$ cat config.mk
export PLATFORM = sky130hd
export DESIGN_NAME = mem_access_ctrl
export DESIGN_NICKNAME = d
export VERILOG_FILES = /design/src/rtl/mem_access_ctrl.sv
export SDC_FILE = /design/constraint.sdc
export NUM_CORES = 1
export LEC_CHECK = 0
export BUFFER_PORTS_ARGS = -buffer_cell sky130_fd_sc_hd__buf_2
export CAP_MARGIN = 10
export CORE_MARGIN = 4
export CORE_UTILIZATION = 48
export CTS_BUF_LIST = sky130_fd_sc_hd__clkbuf_8 sky130_fd_sc_hd__clkbuf_16
export DETAILED_ROUTE_END_ITERATION = 8
export PLACE_DENSITY = 0.87
export SETUP_SLACK_MARGIN = 0.15
export SLEW_MARGIN = 20
export SYNTH_ARGS = -nofsm -noshare
export SYNTH_HDL_FRONTEND = slang
export SYNTH_SLANG_ARGS = --single-unit
$ cat constraint.sdc
create_clock -name clk -period 2.1 [get_ports clk]
set_input_delay 0.105 -clock clk [delete_from_list [all_inputs] [get_ports clk]]
set_output_delay 0.105 -clock clk [all_outputs]
set_load 0.01 [all_outputs]
$ cat src/rtl/mem_access_ctrl.sv
// Memory-access stage: retires ALU results to writeback, runs loads/stores over a
// req/ack data-memory handshake with timeout, and counts completed memory ops.
module mem_access_ctrl #(
  parameter int unsigned DATA_W  = 32,
  parameter int unsigned ADDR_W  = 32,
  parameter int unsigned RD_W    = 5,
  parameter int unsigned TIMEOUT = 16,
  parameter int unsigned CNT_W   = 16
) (
  input  logic              clk,
  input  logic              rst_n,
  input  logic              in_valid,
  output logic              in_ready,
  input  logic [1:0]        load,
  input  logic [ADDR_W-1:0] addr,
  input  logic [DATA_W-1:0] wdata,
  input  logic [RD_W-1:0]   rd,
  output logic              mem_req,
  output logic              mem_we,
  output logic [ADDR_W-1:0] mem_addr,
  output logic [DATA_W-1:0] mem_wdata,
  input  logic [DATA_W-1:0] mem_rdata,
  input  logic              mem_ack,
  output logic              wb_valid,
  output logic [DATA_W-1:0] wb_data,
  output logic [RD_W-1:0]   wb_rd,
  output logic              err_align,
  output logic              err_timeout,
  output logic [CNT_W-1:0]  load_cnt,
  output logic [CNT_W-1:0]  store_cnt
);

  // Counter only needs to reach TIMEOUT-1: that is the last MEM cycle before abort.
  localparam int unsigned TO_W = (TIMEOUT > 2) ? $clog2(TIMEOUT) : 1;

  localparam logic [1:0] LD_NOP   = 2'b00;
  localparam logic [1:0] LD_ALU   = 2'b01;
  localparam logic [1:0] LD_STORE = 2'b10;
  localparam logic [1:0] LD_LOAD  = 2'b11;

  typedef enum logic {
    ST_IDLE = 1'b0,
    ST_MEM  = 1'b1
  } state_e;

  state_e              state_q, state_d;
  logic [TO_W-1:0]     to_cnt_q, to_cnt_d;
  logic                mem_req_q, mem_req_d;
  logic                mem_we_q, mem_we_d;
  logic [ADDR_W-1:0]   mem_addr_q, mem_addr_d;
  logic [DATA_W-1:0]   mem_wdata_q, mem_wdata_d;
  logic [RD_W-1:0]     rd_q, rd_d;
  logic                wb_valid_q, wb_valid_d;
  logic [DATA_W-1:0]   wb_data_q, wb_data_d;
  logic [RD_W-1:0]     wb_rd_q, wb_rd_d;
  logic                err_align_q, err_align_d;
  logic                err_timeout_q, err_timeout_d;
  logic [CNT_W-1:0]    load_cnt_q, load_cnt_d;
  logic [CNT_W-1:0]    store_cnt_q, store_cnt_d;

  always_ff @(posedge clk or negedge rst_n) begin
    if (!rst_n) begin
      state_q       <= ST_IDLE;
      to_cnt_q      <= '0;
      mem_req_q     <= 1'b0;
      mem_we_q      <= 1'b0;
      mem_addr_q    <= '0;
      mem_wdata_q   <= '0;
      rd_q          <= '0;
      wb_valid_q    <= 1'b0;
      wb_data_q     <= '0;
      wb_rd_q       <= '0;
      err_align_q   <= 1'b0;
      err_timeout_q <= 1'b0;
      load_cnt_q    <= '0;
      store_cnt_q   <= '0;
    end else begin
      state_q       <= state_d;
      to_cnt_q      <= to_cnt_d;
      mem_req_q     <= mem_req_d;
      mem_we_q      <= mem_we_d;
      mem_addr_q    <= mem_addr_d;
      mem_wdata_q   <= mem_wdata_d;
      rd_q          <= rd_d;
      wb_valid_q    <= wb_valid_d;
      wb_data_q     <= wb_data_d;
      wb_rd_q       <= wb_rd_d;
      err_align_q   <= err_align_d;
      err_timeout_q <= err_timeout_d;
      load_cnt_q    <= load_cnt_d;
      store_cnt_q   <= store_cnt_d;
    end
  end

  always_comb begin
    state_d       = state_q;
    to_cnt_d      = to_cnt_q;
    mem_req_d     = mem_req_q;
    mem_we_d      = mem_we_q;
    mem_addr_d    = mem_addr_q;
    mem_wdata_d   = mem_wdata_q;
    rd_d          = rd_q;
    wb_valid_d    = 1'b0;
    wb_data_d     = wb_data_q;
    wb_rd_d       = wb_rd_q;
    err_align_d   = 1'b0;
    err_timeout_d = err_timeout_q;
    load_cnt_d    = load_cnt_q;
    store_cnt_d   = store_cnt_q;

    case (state_q)
      ST_IDLE: begin
        if (in_valid) begin
          case (load)
            LD_ALU: begin
              wb_valid_d = 1'b1;
              wb_data_d  = DATA_W'(addr);
              wb_rd_d    = rd;
            end
            LD_LOAD, LD_STORE: begin
              if (addr[1:0] != 2'b00) begin
                err_align_d = 1'b1;
              end else begin
                state_d     = ST_MEM;
                to_cnt_d    = '0;
                mem_req_d   = 1'b1;
                mem_we_d    = (load == LD_STORE);
                mem_addr_d  = addr;
                mem_wdata_d = wdata;
                rd_d        = rd;
              end
            end
            default: ;
          endcase
        end
      end
      ST_MEM: begin
        // An ack arriving on the final allowed cycle still completes normally.
        if (mem_ack) begin
          state_d   = ST_IDLE;
          mem_req_d = 1'b0;
          if (!mem_we_q) begin
            wb_valid_d = 1'b1;
            wb_data_d  = mem_rdata;
            wb_rd_d    = rd_q;
            load_cnt_d = load_cnt_q + CNT_W'(1);
          end else begin
            store_cnt_d = store_cnt_q + CNT_W'(1);
          end
        end else if (to_cnt_q == TO_W'(TIMEOUT - 1)) begin
          state_d       = ST_IDLE;
          mem_req_d     = 1'b0;
          err_timeout_d = 1'b1;
        end else begin
          to_cnt_d = to_cnt_q + TO_W'(1);
        end
      end
      default: state_d = ST_IDLE;
    endcase
  end

  assign in_ready    = (state_q == ST_IDLE);
  assign mem_req     = mem_req_q;
  assign mem_we      = mem_we_q;
  assign mem_addr    = mem_addr_q;
  assign mem_wdata   = mem_wdata_q;
  assign wb_valid    = wb_valid_q;
  assign wb_data     = wb_data_q;
  assign wb_rd       = wb_rd_q;
  assign err_align   = err_align_q;
  assign err_timeout = err_timeout_q;
  assign load_cnt    = load_cnt_q;
  assign store_cnt   = store_cnt_q;

endmodule

==> key figures, run 1 <==
Power
  – Areal power density over the cells: between 900 and 1000 mW/mm^2
  – Leakage power summed over all cells: between 0.004 and 0.005 uW
  – Total power of the final layout: between 9000 and 10000 uW
  – Worst VDD drop: a little under 0.7 mV

Global routing
  – Number of global-route vias before repair: between 5000 and 6000
  – Gr usage total: 0.263
  – GR Overflow Total: 0
  – Pin count of the biggest net entering global routing: 76
  – Number of antenna violations at the first check in global routing: 0
  – Global-route wire length before repair: 29700 um

Routing
  – Detail-routed via count per cell: approximately 5.3
  – First-pass iteration count of the detailed router: 4
  – Iteration-0 DRC count of the detailed router: about 250
  – Uppermost metal layer occupied by signal nets: met4
  – Routed wire length on met3: about 1300 um
  – Sum of met2 wire segment lengths after detailed routing: 9440 um
  – Residual DRC count: 0
  – Final antenna-violating net count: 0
  – Via count: ~5200
  – Drt total wl: approximately 19000 um
  – Mean routed wirelength per cell: 18.7 um
  – Post-Route M1 WL: around 7000 um

Floorplan
  – Starting utilization of the core area: 0.498
  – Vert. Die Dim: roughly 120 um
  – Total I/O pin count: ~250
  – X dimension of the die: about 120 um
  – Count of standard-cell rows: 40
  – Total Die Area: between 0.01 and 0.015 sq mm
  – Total core area: roughly 0.012 sq mm

Placed design
  – HPWL after DPL: 11000 um
  – Area of placed instances: 0.00751 sq mm
  – Setup slack at placement: about 360 ps
  – Placer congestion estimate: between 0.8 and 0.9
  – Count of input and output buffers: approximately 250

Yosys
  – Average cell area after synthesis: between 10 and 15 sq um
  – Count of state elements after synthesis: ~150
  – Dominant synthesized flop cell: sky130_fd_sc_hd__dfrtp_1
  – EDFF count, synth: 0
  – Cell count after synthesis: approximately 470
  – Proportion of register bits with asynchronous set or reset after synthesis: 1.00
  – Leading cell types by total area after synthesis: sky130_fd_sc_hd__dfrtp_1 (61%), sky130_fd_sc_hd__mux2_1 (12%), sky130_fd_sc_hd__mux2i_1 (6.3%)
  – Cell type with the highest aggregate area in the netlist: sky130_fd_sc_hd__dfrtp_1
  – Unique cell type count in the Yosys netlist: 38
  – Sequential fraction of the synthesis area: 0.609
  – Top cell types by occurrence after synthesis: sky130_fd_sc_hd__dfrtp_1 (148), sky130_fd_sc_hd__mux2_1 (65), sky130_fd_sc_hd__nor2_1 (43)
  – YS warnings: 0
  – Share of the synthesized area in the top cell type: 0.609
  – Syn Std Cell Area: a little over 0.006 sq mm
  – Cell with the most instances after synthesis: sky130_fd_sc_hd__dfrtp_1
  – Syn_nets: ~580

Final layout
  – Fill cell count: about 760
  – Proportion of layout cells with a drive suffix above 1: 0.364
  – Area of all placed cells without fillers: just over 0.009 sq mm
  – Net count of the finished layout: around 920
  – Layout Area Growth over Synthesis: 50.0%

Clocking
  – Reg clk slew, reported paths: around 60 ps
  – Largest buffer count on any clock path: 2
  – Level count of the clock H-tree: 4
  – Number of buffers added by the clock tree synthesis step: 17
  – TritonCTS clock tree: yes
  – Root buffer selected by CTS: sky130_fd_sc_hd__clkbuf_16
  – Num Clock Sinks: approximately 150
  – Number of buffers inserted by post-CTS setup repair: 0
  – Worst-skew pair later-pin latency: approximately 420 ps

Timing
  – Achievable frequency: approximately 560 MHz
  – Total count of hold-check failures in the final report: 0
  – Post-route worst hold slack: 16.9 ps
  – Min cycle time layout: 1800 ps
  – Slew at the pin with the worst max-slew slack: between 700 and 800 ps
  – Setup violation total in the final timing report: 0
  – Accumulated negative setup slack: 0 ps
  – Unrepaired setup endpoints after global routing: no
  – Final max-slew violation count: 0
  – Smallest setup slack after layout: between 300 and 400 ps
  – Crit share post-route: 0.855
  – Post-Route Skew: a little over 6 ps
  – Relative max-transition margin: 0.507

Worst setup path
  – Worst Setup Start Kind: input pin
  – Startpoint-to-endpoint class of the critical path: in -> reg
  – Crit path max fanout: 27
  – Kind of capture point of the worst setup path: flip-flop
  – Worst path arrival time: approximately 2100 ps
  – Required arrival time at the worst endpoint: about 2400 ps

Run status
  – Status: complete, no violations

Flow run
  – Max-cap check violation count: 0

Hold path
  – Worst min-delay path category: in -> reg
## layout make-up
class / count / area [sq um] / area share
sequential: 148 / 3700 / 0.406
multi-input combinational: 291 / 2260 / 0.248
timing repair buffer: 345 / 2240 / 0.246
clock buffer: 18 / 439 / 0.0482
clock inverter: 14 / 231 / 0.0254
tap: 168 / 210 / 0.0231
inverter: 6 / 22.5 / 0.00247
antenna: 1 / 2.50 / 0.000274
## sequential cells by signal (all words and copies together), names as in the netlist
signal / cells
mem_addr: 32
mem_wdata: 32
wb_data: 32
load_cnt: 16
store_cnt: 16
rd_q: 5
wb_rd: 5
to_cnt_q: 4
err_align: 1
err_timeout: 1
mem_req: 1
mem_we: 1
state_q: 1
wb_valid: 1
## cell usage in the layout (no fill, tap or decap), types with 2 or more instances in the layout
cell / instances
sky130_fd_sc_hd__clkbuf_16: 17
sky130_fd_sc_hd__nand4_1: 6
sky130_fd_sc_hd__xnor2_1: 19
sky130_fd_sc_hd__and3_1: 4
sky130_fd_sc_hd__nand3_1: 13
sky130_fd_sc_hd__dlygate4sd3_1: 93
sky130_fd_sc_hd__nand2_1: 18
sky130_fd_sc_hd__buf_2: 244
sky130_fd_sc_hd__mux2_1: 65
sky130_fd_sc_hd__mux2_2: 2
sky130_fd_sc_hd__buf_6: 2
sky130_fd_sc_hd__xor2_1: 12
sky130_fd_sc_hd__buf_12: 2
sky130_fd_sc_hd__buf_4: 4
sky130_fd_sc_hd__mux2i_1: 38
sky130_fd_sc_hd__inv_1: 4
sky130_fd_sc_hd__clkinvlp_4: 3
sky130_fd_sc_hd__o21ai_1: 2
sky130_fd_sc_hd__bufinv_16: 6
sky130_fd_sc_hd__nor2_1: 43
sky130_fd_sc_hd__clkinv_2: 4
sky130_fd_sc_hd__a21oi_1: 37
sky130_fd_sc_hd__inv_2: 2
sky130_fd_sc_hd__nor4_2: 3
sky130_fd_sc_hd__dfrtp_1: 147
sky130_fd_sc_hd__ha_1: 3
sky130_fd_sc_hd__nor3_1: 3
sky130_fd_sc_hd__nor3_2: 2
sky130_fd_sc_hd__and2_1: 4
sky130_fd_sc_hd__a22o_1: 2
sky130_fd_sc_hd__nand4_4: 2
## worst max-delay path, cell delays in order
cell,delay (ps)
sky130_fd_sc_hd__dlygate4sd3_1,530
sky130_fd_sc_hd__buf_2,140
sky130_fd_sc_hd__nor2_1,450
sky130_fd_sc_hd__nand4_4,180
sky130_fd_sc_hd__buf_4,300
sky130_fd_sc_hd__mux2_1,370
## through the flow
stage          std cells  utilization
2_1_floorplan        465            -
3_3_place_gp         865        0.615
3_5_place_dp         865        0.615
4_1_cts              990        0.746
5_1_grt              990        0.746
6_report             991        0.747
## cell families (layout without fill, tap and decap cells)
logic type	count (synthesis)	after routing	share of synthesized area
flip-flops	148	148	0.609
multiplexers	105	105	0.187
adder cells (fa/ha/maj)	3	3	0.00618
AO/OA/AOI/OAI	45	45	0.0406
buffers and inverters	26	383	0.0202
AND/OR/NAND/NOR	107	107	0.0922
XOR/XNOR	31	31	0.0447
other	0	1	0
## report_power, final
group | total [uW] | leakage [uW] | switching, uW | internal [uW]
combinational | 1830 | 0.00235 | 965 | 864
sequential | 3760 | 0.00180 | 373 | 3380
clock | 3440 | 0.000322 | 1180 | 2250
## worst paths after layout
check / start / endpoint / slack, ps / depth (start not counted)
worst max-delay path: addr[1] / mem_addr[27]$_DFFE_PN0P_ / 300 / 6
max in group asynchronous: rst_n / mem_wdata[23]$_DFFE_PN0P_ / 1190 / 3
min in group asynchronous: rst_n / store_cnt[14]$_DFFE_PN0P_ / 200 / 2
worst max register to register: mem_we$_DFFE_PN0P_ / wb_data[18]$_DFFE_PN0P_ / 390 / 5
worst min-delay path: mem_rdata[20] / wb_data[20]$_DFFE_PN0P_ / 20 / 3
worst min register to register: store_cnt[15]$_DFFE_PN0P_ / store_cnt[15]$_DFFE_PN0P_ / 470 / 1
## layer usage
metal,track usage,vias to the layer above
met1,0.298,2546
met5,0,-
li1,-,2307
met2,0.441,266
met3,0.0758,88
met4,0.158,0
## repair_timing
action	4_1_cts	5_1_grt
setup endpoints to repair	0	1
hold buffers	93	0
endpoints found under the hold margin	141	0
resized for setup	0	1
Note: power is estimated with default switching activity, not from simulation.
==> run 2: changes to the inputs <==
Settings changed: ABC_AREA set to 1, CORE_UTILIZATION 48 to 49, PLACE_DENSITY 0.87 to 0.88.
==> run 2 against run 1 <==
  * Routed wire length up 2.4%
  * Clock power down 12%
  * Die area grew 2.8%
  * Sequential share of layout area rose by 0.33 points
  * Synthesized area grew 5.1%
==> key figures, run 2 <==
Timing
  – Setup violation total in the final timing report: 0
  – Crit share post-route: 0.795
  – Final max-slew violation count: 0
  – Unrepaired setup endpoints after global routing: no
  – Min cycle time layout: ~1700 ps
  – Relative max-transition margin: 0.684
  – Smallest setup slack after layout: 430 ps
  – Slew at the pin with the worst max-slew slack: around 470 ps
  – Achievable frequency: between 500 and 600 MHz
  – Total count of hold-check failures in the final report: 0
  – Post-Route Skew: ~11 ps
  – Accumulated negative setup slack: 0 ps

Yosys
  – Share of the synthesized area in the top cell type: 0.580
  – Cell with the most instances after synthesis: sky130_fd_sc_hd__nand2_1
  – Leading cell types by total area after synthesis: sky130_fd_sc_hd__dfrtp_1 (58%), sky130_fd_sc_hd__nand2_1 (14%), sky130_fd_sc_hd__o21ai_0 (6.1%)
  – Sequential fraction of the synthesis area: 0.580
  – Cell count after synthesis: about 730
  – Proportion of register bits with asynchronous set or reset after synthesis: 1.00
  – Syn Std Cell Area: 0.00639 sq mm
  – Count of state elements after synthesis: ~150
  – YS warnings: 0
  – Dominant synthesized flop cell: sky130_fd_sc_hd__dfrtp_1
  – Unique cell type count in the Yosys netlist: 27
  – Top cell types by occurrence after synthesis: sky130_fd_sc_hd__nand2_1 (235), sky130_fd_sc_hd__dfrtp_1 (148), sky130_fd_sc_hd__o21ai_0 (78)
  – EDFF count, synth: 0
  – Cell type with the highest aggregate area in the netlist: sky130_fd_sc_hd__dfrtp_1
  – Syn_nets: between 800 and 900
  – Average cell area after synthesis: about 8.7 sq um

Power
  – Logic gate share of total power: 0.209
  – Clock network fraction of total power: 0.355
  – Sequential group share of total power: 0.436
  – Cell-internal power: between 6000 and 7000 uW
  – Net Switching: 2480 uW
  – Areal power density over the cells: about 940 mW/mm^2
  – Worst VDD drop: between 0.6 and 0.7 mV
  – Total power of the final layout: ~8500 uW
  – Leakage power summed over all cells: between 0.004 and 0.005 uW
  – Fraction of power spent switching nets: 0.291

Routing
  – Mean routed wirelength per cell: 15.5 um
  – Detail-routed via count per cell: slightly above 5
  – Final antenna-violating net count: 0
  – Residual DRC count: 0
  – First-pass iteration count of the detailed router: 5
  – Iteration-0 DRC count of the detailed router: 373
  – Via count: roughly 6200
  – Drt total wl: between 15000 and 20000 um

Clocking
  – Num Clock Sinks: approximately 150
  – TritonCTS clock tree: yes
  – Root buffer selected by CTS: sky130_fd_sc_hd__clkbuf_16
  – Largest buffer count on any clock path: 2
  – Level count of the clock H-tree: 4
  – Worst-skew pair later-pin latency: around 420 ps
  – Number of buffers added by the clock tree synthesis step: 17
  – Reg clk slew, reported paths: 60 ps

Floorplan
  – Total core area: 0.0127 sq mm
  – Vert. Die Dim: about 120 um
  – Starting utilization of the core area: 0.504
  – Total Die Area: between 0.01 and 0.015 sq mm
  – Total I/O pin count: 246
  – X dimension of the die: about 120 um
  – Count of standard-cell rows: 41

Placed design
  – Setup slack at placement: about 480 ps
  – HPWL after DPL: approximately 12000 um
  – Area of placed instances: ~0.0078 sq mm
  – Placer congestion estimate: around 0.82
  – Count of input and output buffers: 245

Final layout
  – Most common library cell in the layout ignoring fill and taps: sky130_fd_sc_hd__buf_2
  – Proportion of layout cells with a drive suffix above 1: 0.287
  – Net count of the finished layout: about 1200
  – Area of all placed cells without fillers: 0.00904 sq mm
  – Layout Area Growth over Synthesis: 41.5%
  – Number of diodes added for antenna fixing: 0
  – Top library cells by usage in the layout, fill and taps aside: sky130_fd_sc_hd__buf_2 (244), sky130_fd_sc_hd__nand2_1 (235), sky130_fd_sc_hd__dfrtp_1 (148)

Global routing
  – Number of global-route vias before repair: 6384
  – GR Overflow Total: 0
  – Gr usage total: 0.262
  – Pin count of the biggest net entering global routing: 76
  – Global-route wire length before repair: 30500 um
  – Number of antenna violations at the first check in global routing: 0

Worst setup path
  – Start point of the critical path: state_q$_DFF_PN0_
  – Crit path max fanout: 73
  – Required arrival time at the worst endpoint: ~2000 ps
  – Highest cell delay on the worst timing path: 520 ps
  – Count of buffering cells on the critical path with inverters included: 3
  – Startpoint-to-endpoint class of the critical path: reg -> out
  – Slowest stage cell on the critical path: sky130_fd_sc_hd__dfrtp_1
  – Worst path arrival time: 1570 ps
  – Critical path, cell by cell: inv_2 -> buf_12 -> buf_2
  – Largest delay share family, worst path: buffers and inverters
  – Worst reg2reg path startpoint: state_q$_DFF_PN0_
  – Worst Setup Start Kind: flip-flop
  – Kind of capture point of the worst setup path: output port

Hold path
  – Worst hold start: mem_rdata[30]
  – Worst min-delay path category: in -> reg

Flow run
  – Max-cap check violation count: 0

Run status
  – Status: complete, no violations
-- run 2: cell type report --
cell class / instances / area, sq um
fillers: 906 / 3630
multi-input cells: 486 / 2260
flip-flops and latches: 148 / 3700
inverters: 67 / 251
clock inverters: 12 / 140
clock buffers: 19 / 453
well taps: 172 / 215
repair buffers: 322 / 2020
-- run 2: stage by stage --
step           hold WS, ps   util  cells
4_1_cts              0.431  0.713   1226
3_5_place_dp          64.0  0.613   1127
2_1_floorplan         -191      -    733
6_report              12.6  0.713   1226
5_1_grt               22.4  0.713   1226
3_3_place_gp          62.2  0.613   1127
-- run 2: final timing paths --
| path | endpoint | slack [ps] | cells after the start |
|---|---|---|---|
| min | wb_data[30]$_DFFE_PN0P_ | 10 | 3 |
| max in group asynchronous | mem_wdata[12]$_DFFE_PN0P_ | 1160 | 3 |
| min reg2reg | mem_wdata[19]$_DFFE_PN0P_ | 470 | 2 |
| max | in_ready | 430 | 3 |
| max reg2reg | mem_addr[3]$_DFFE_PN0P_ | 450 | 4 |
| min in group asynchronous | wb_data[28]$_DFFE_PN0P_ | 190 | 2 |
-- run 2: cell families (layout without fill, tap and decap cells) --
family                   Yosys count  after routing  synth area share
adder cells (fa/ha/maj)            3              3           0.00588
XOR/XNOR                          21             21            0.0288
AND/OR/NAND/NOR                  344            344             0.223
buffers and inverters             99            420            0.0688
AO/OA/AOI/OAI                    118            118            0.0938
flip-flops                       148            148             0.580
-- run 2: per-layer routing --
metal	GRT usage	part of all wire
met1	0.301	0.37
met2	0.447	0.52
met3	0.0631	0.062
met4	0.148	0.047
met5	0	0
-- run 2: worst register-to-register path, stage by stage (launching register included) --
cell                      delay [ps]
sky130_fd_sc_hd__dfrtp_1         520
sky130_fd_sc_hd__nor2_2          230
sky130_fd_sc_hd__nand3_4         150
sky130_fd_sc_hd__buf_4           300
sky130_fd_sc_hd__o21ai_0         340
-- run 2: power groups by stage --
stage / combinational, uW / sequential [uW] / clock (uW)
after floorplan: 599 / 3920 / 0
after detailed placement: 1660 / 3720 / 0
after global placement: 1590 / 3700 / 0
final: 1780 / 3710 / 3030
after global routing: 1970 / 3770 / 3200
after CTS: 1760 / 3690 / 3060
-- run 2: repair_timing --
item,in CTS,in global routing
gates resized for setup,0,0
hold buffers,68,0
buffers inserted,0,0
hold endpoints to repair,117,0
==> run 3: changes to the inputs <==
Settings changed: CORE_UTILIZATION 49 to 44, PLACE_DENSITY 0.88 to 0.84.
Clock period 2.1 ns to 1.42 ns, I/O delays scaled along.
==> run 3 against run 2 <==
  * The flow now finishes with violations (negative setup slack)
  * Register-to-register slack lost 480 ps
  * Critical endpoint is now wb_data[4]$_DFFE_PN0P_
  * Worst setup slack worse by 460 ps
  * Global-route usage down 0.87 points
  * Flip-flop and latch count unchanged
  * Clock power rose by 73%
  * Non-clock buffer count grew 69
==> key figures, run 3 (synthesis gave the netlist of run 2 again) <==
Final layout
  – Most common library cell in the layout ignoring fill and taps: sky130_fd_sc_hd__buf_2
  – Fill cell count: 831
  – Proportion of layout cells with a drive suffix above 1: 0.436
  – Top library cells by usage in the layout, fill and taps aside: sky130_fd_sc_hd__buf_2 (243), sky130_fd_sc_hd__nand2_1 (172), sky130_fd_sc_hd__dfrtp_1 (144)
  – Post-route insts no fill: roughly 1300
  – Net count of the finished layout: between 1000 and 1500
  – Layout Area Growth over Synthesis: 69.3%
  – Area of all placed cells without fillers: approximately 0.011 sq mm

Routing
  – Via count: a little under 7000
  – Final antenna-violating net count: 0
  – Residual DRC count: 0
  – Detail-routed via count per cell: 5.22
  – Iteration-0 DRC count of the detailed router: 414
  – Drt total wl: approximately 24000 um
  – Mean routed wirelength per cell: ~19 um
  – First-pass iteration count of the detailed router: 6

Hold path
  – Worst min-delay path category: in -> reg

Floorplan
  – Total I/O pin count: 246
  – Count of standard-cell rows: 43
  – Starting utilization of the core area: 0.455
  – Total core area: roughly 0.014 sq mm
  – Total Die Area: about 0.017 sq mm
  – X dimension of the die: approximately 130 um
  – Vert. Die Dim: 128 um

Worst setup path
  – Worst path arrival time: 1780 ps
  – Required arrival time at the worst endpoint: 1750 ps
  – Count of buffering cells on the critical path with inverters included: 1
  – Critical path, cell by cell: nor2_4 -> nand3_2 -> nand2_4 -> buf_12 -> nor2_1 -> a21oi_1
  – Kind of capture point of the worst setup path: flip-flop
  – Worst Setup Start Kind: flip-flop
  – Slowest stage cell on the critical path: sky130_fd_sc_hd__dfrtp_2
  – Largest delay share family, worst path: simple AND/OR/NAND/NOR gates
  – Highest cell delay on the worst timing path: roughly 470 ps
  – Crit path max fanout: 25
  – Startpoint-to-endpoint class of the critical path: reg -> reg

Power
  – Leakage power summed over all cells: between 0.005 and 0.006 uW
  – Worst VDD drop: slightly above 0.9 mV
  – Areal power density over the cells: ~1300 mW/mm^2

Clocking
  – Num Clock Sinks: approximately 150
  – Level count of the clock H-tree: 4
  – Largest buffer count on any clock path: 2
  – Reg clk slew, reported paths: 70 ps
  – TritonCTS clock tree: yes
  – Root buffer selected by CTS: sky130_fd_sc_hd__clkbuf_16
  – Worst-skew pair later-pin latency: ~420 ps
  – Number of buffers added by the clock tree synthesis step: 17

Placed design
  – HPWL after DPL: 12400 um
  – Cell count after placement: around 1100
  – Placer congestion estimate: between 0.8 and 0.9
  – Area of placed instances: 0.00795 sq mm
  – Count of input and output buffers: ~250
  – Setup slack at placement: -20.9 ps

Run status
  – Violated checks: negative setup slack
  – Status: finished, violations left

Global routing
  – Number of antenna violations at the first check in global routing: 1
  – Global-route wire length before repair: roughly 33000 um
  – Gr usage total: 0.253
  – Number of global-route vias before repair: roughly 6600
  – Pin count of the biggest net entering global routing: 44
  – GR Overflow Total: 0

Flow run
  – Max-cap check violation count: 0

Timing
  – Min cycle time layout: 1450 ps
  – Smallest setup slack after layout: -26.7 ps
  – Crit share post-route: 1.02
  – Setup violation total in the final timing report: 1
  – Unrepaired setup endpoints after global routing: yes
  – Slew at the pin with the worst max-slew slack: 539 ps
  – Final max-slew violation count: 0
  – Post-Route Skew: 6.39 ps
  – Total count of hold-check failures in the final report: 0
  – Post-route worst hold slack: around 11 ps
  – Achievable frequency: ~690 MHz
  – Relative max-transition margin: 0.639
==> run 3: changes by cell type in the layout (fill, tap and decap cells not counted), moves of 26 or more <==
cell	change
sky130_fd_sc_hd__nand2_4	+31
sky130_fd_sc_hd__nand2_1	-63
sky130_fd_sc_hd__a21oi_1	-29
sky130_fd_sc_hd__o21ai_1	+26
sky130_fd_sc_hd__nand2_2	+32
sky130_fd_sc_hd__a21oi_2	+26
sky130_fd_sc_hd__o21ai_0	-40
sky130_fd_sc_hd__dlygate4sd3_1	+26
==> run 3: cell type report <==
cell class / count / area [sq um] / area share
Sequential cell: 148 / 3710 / 0.343
Multi-Input combinational cell: 487 / 2960 / 0.274
Timing Repair Buffer: 391 / 2960 / 0.274
Clock buffer: 18 / 439 / 0.0406
Inverter: 67 / 269 / 0.0249
Clock inverter: 13 / 239 / 0.0221
Tap cell: 180 / 225 / 0.0208
Antenna cell: 2 / 5.00 / 0.000463
==> run 3: metal layers <==
layer,vias up,global-route usage,wire length (um)
met5,-,0,0
li1,3058,-,-
met3,123,0.0565,1490
met4,0,0.150,1500
met1,3293,0.294,8910
met2,345,0.428,12500
==> run 3: tightest hold or removal path, cell delays in order <==
cell,delay (ps)
sky130_fd_sc_hd__buf_2,100
sky130_fd_sc_hd__o21ai_2,80
sky130_fd_sc_hd__a21oi_4,140
==> run 3: path summary, 6_finish.rpt <==
kind                            slack [ps]  cells after the start                      start                         to
worst max-delay path                   -30                      6          state_q$_DFF_PN0_     wb_data[4]$_DFFE_PN0P_
worst min-delay path                    10                      3              mem_rdata[15]    wb_data[15]$_DFFE_PN0P_
worst max register to register         -30                      6          state_q$_DFF_PN0_     wb_data[4]$_DFFE_PN0P_
worst min register to register         480                      2  mem_wdata[18]$_DFFE_PN0P_  mem_wdata[18]$_DFFE_PN0P_
max in group asynchronous              690                      3                      rst_n   mem_wdata[0]$_DFFE_PN0P_
min in group asynchronous              140                      2                      rst_n   mem_addr[19]$_DFFE_PN0P_
==> run 3: per-stage QoR <==
stage                util  setup TNS, ps  total power, uW
floorplan               -              0             6710
detailed placement  0.566           -135             8000
CTS                 0.703              0            13600
finish              0.770          -26.7            14300
global placement    0.566              0             7900
global route        0.770           -455            14800
==> run 3: where the power goes <==
group          internal [uW]  switching (uW)  leakage, uW
registers               4970             646      0.00181
clock network           3480            1760     0.000340
logic                   1560            1840      0.00354
==> run 3: timing repair <==
item | CTS | global route
hold buffers | 93 | 1
endpoints found under the hold margin | 239 | 1
resized for setup | 39 | 220
setup buffers | 13 | 4
pin swaps | 17 | 34
setup endpoints to repair | 126 | 138
gates cloned | 3 | 11
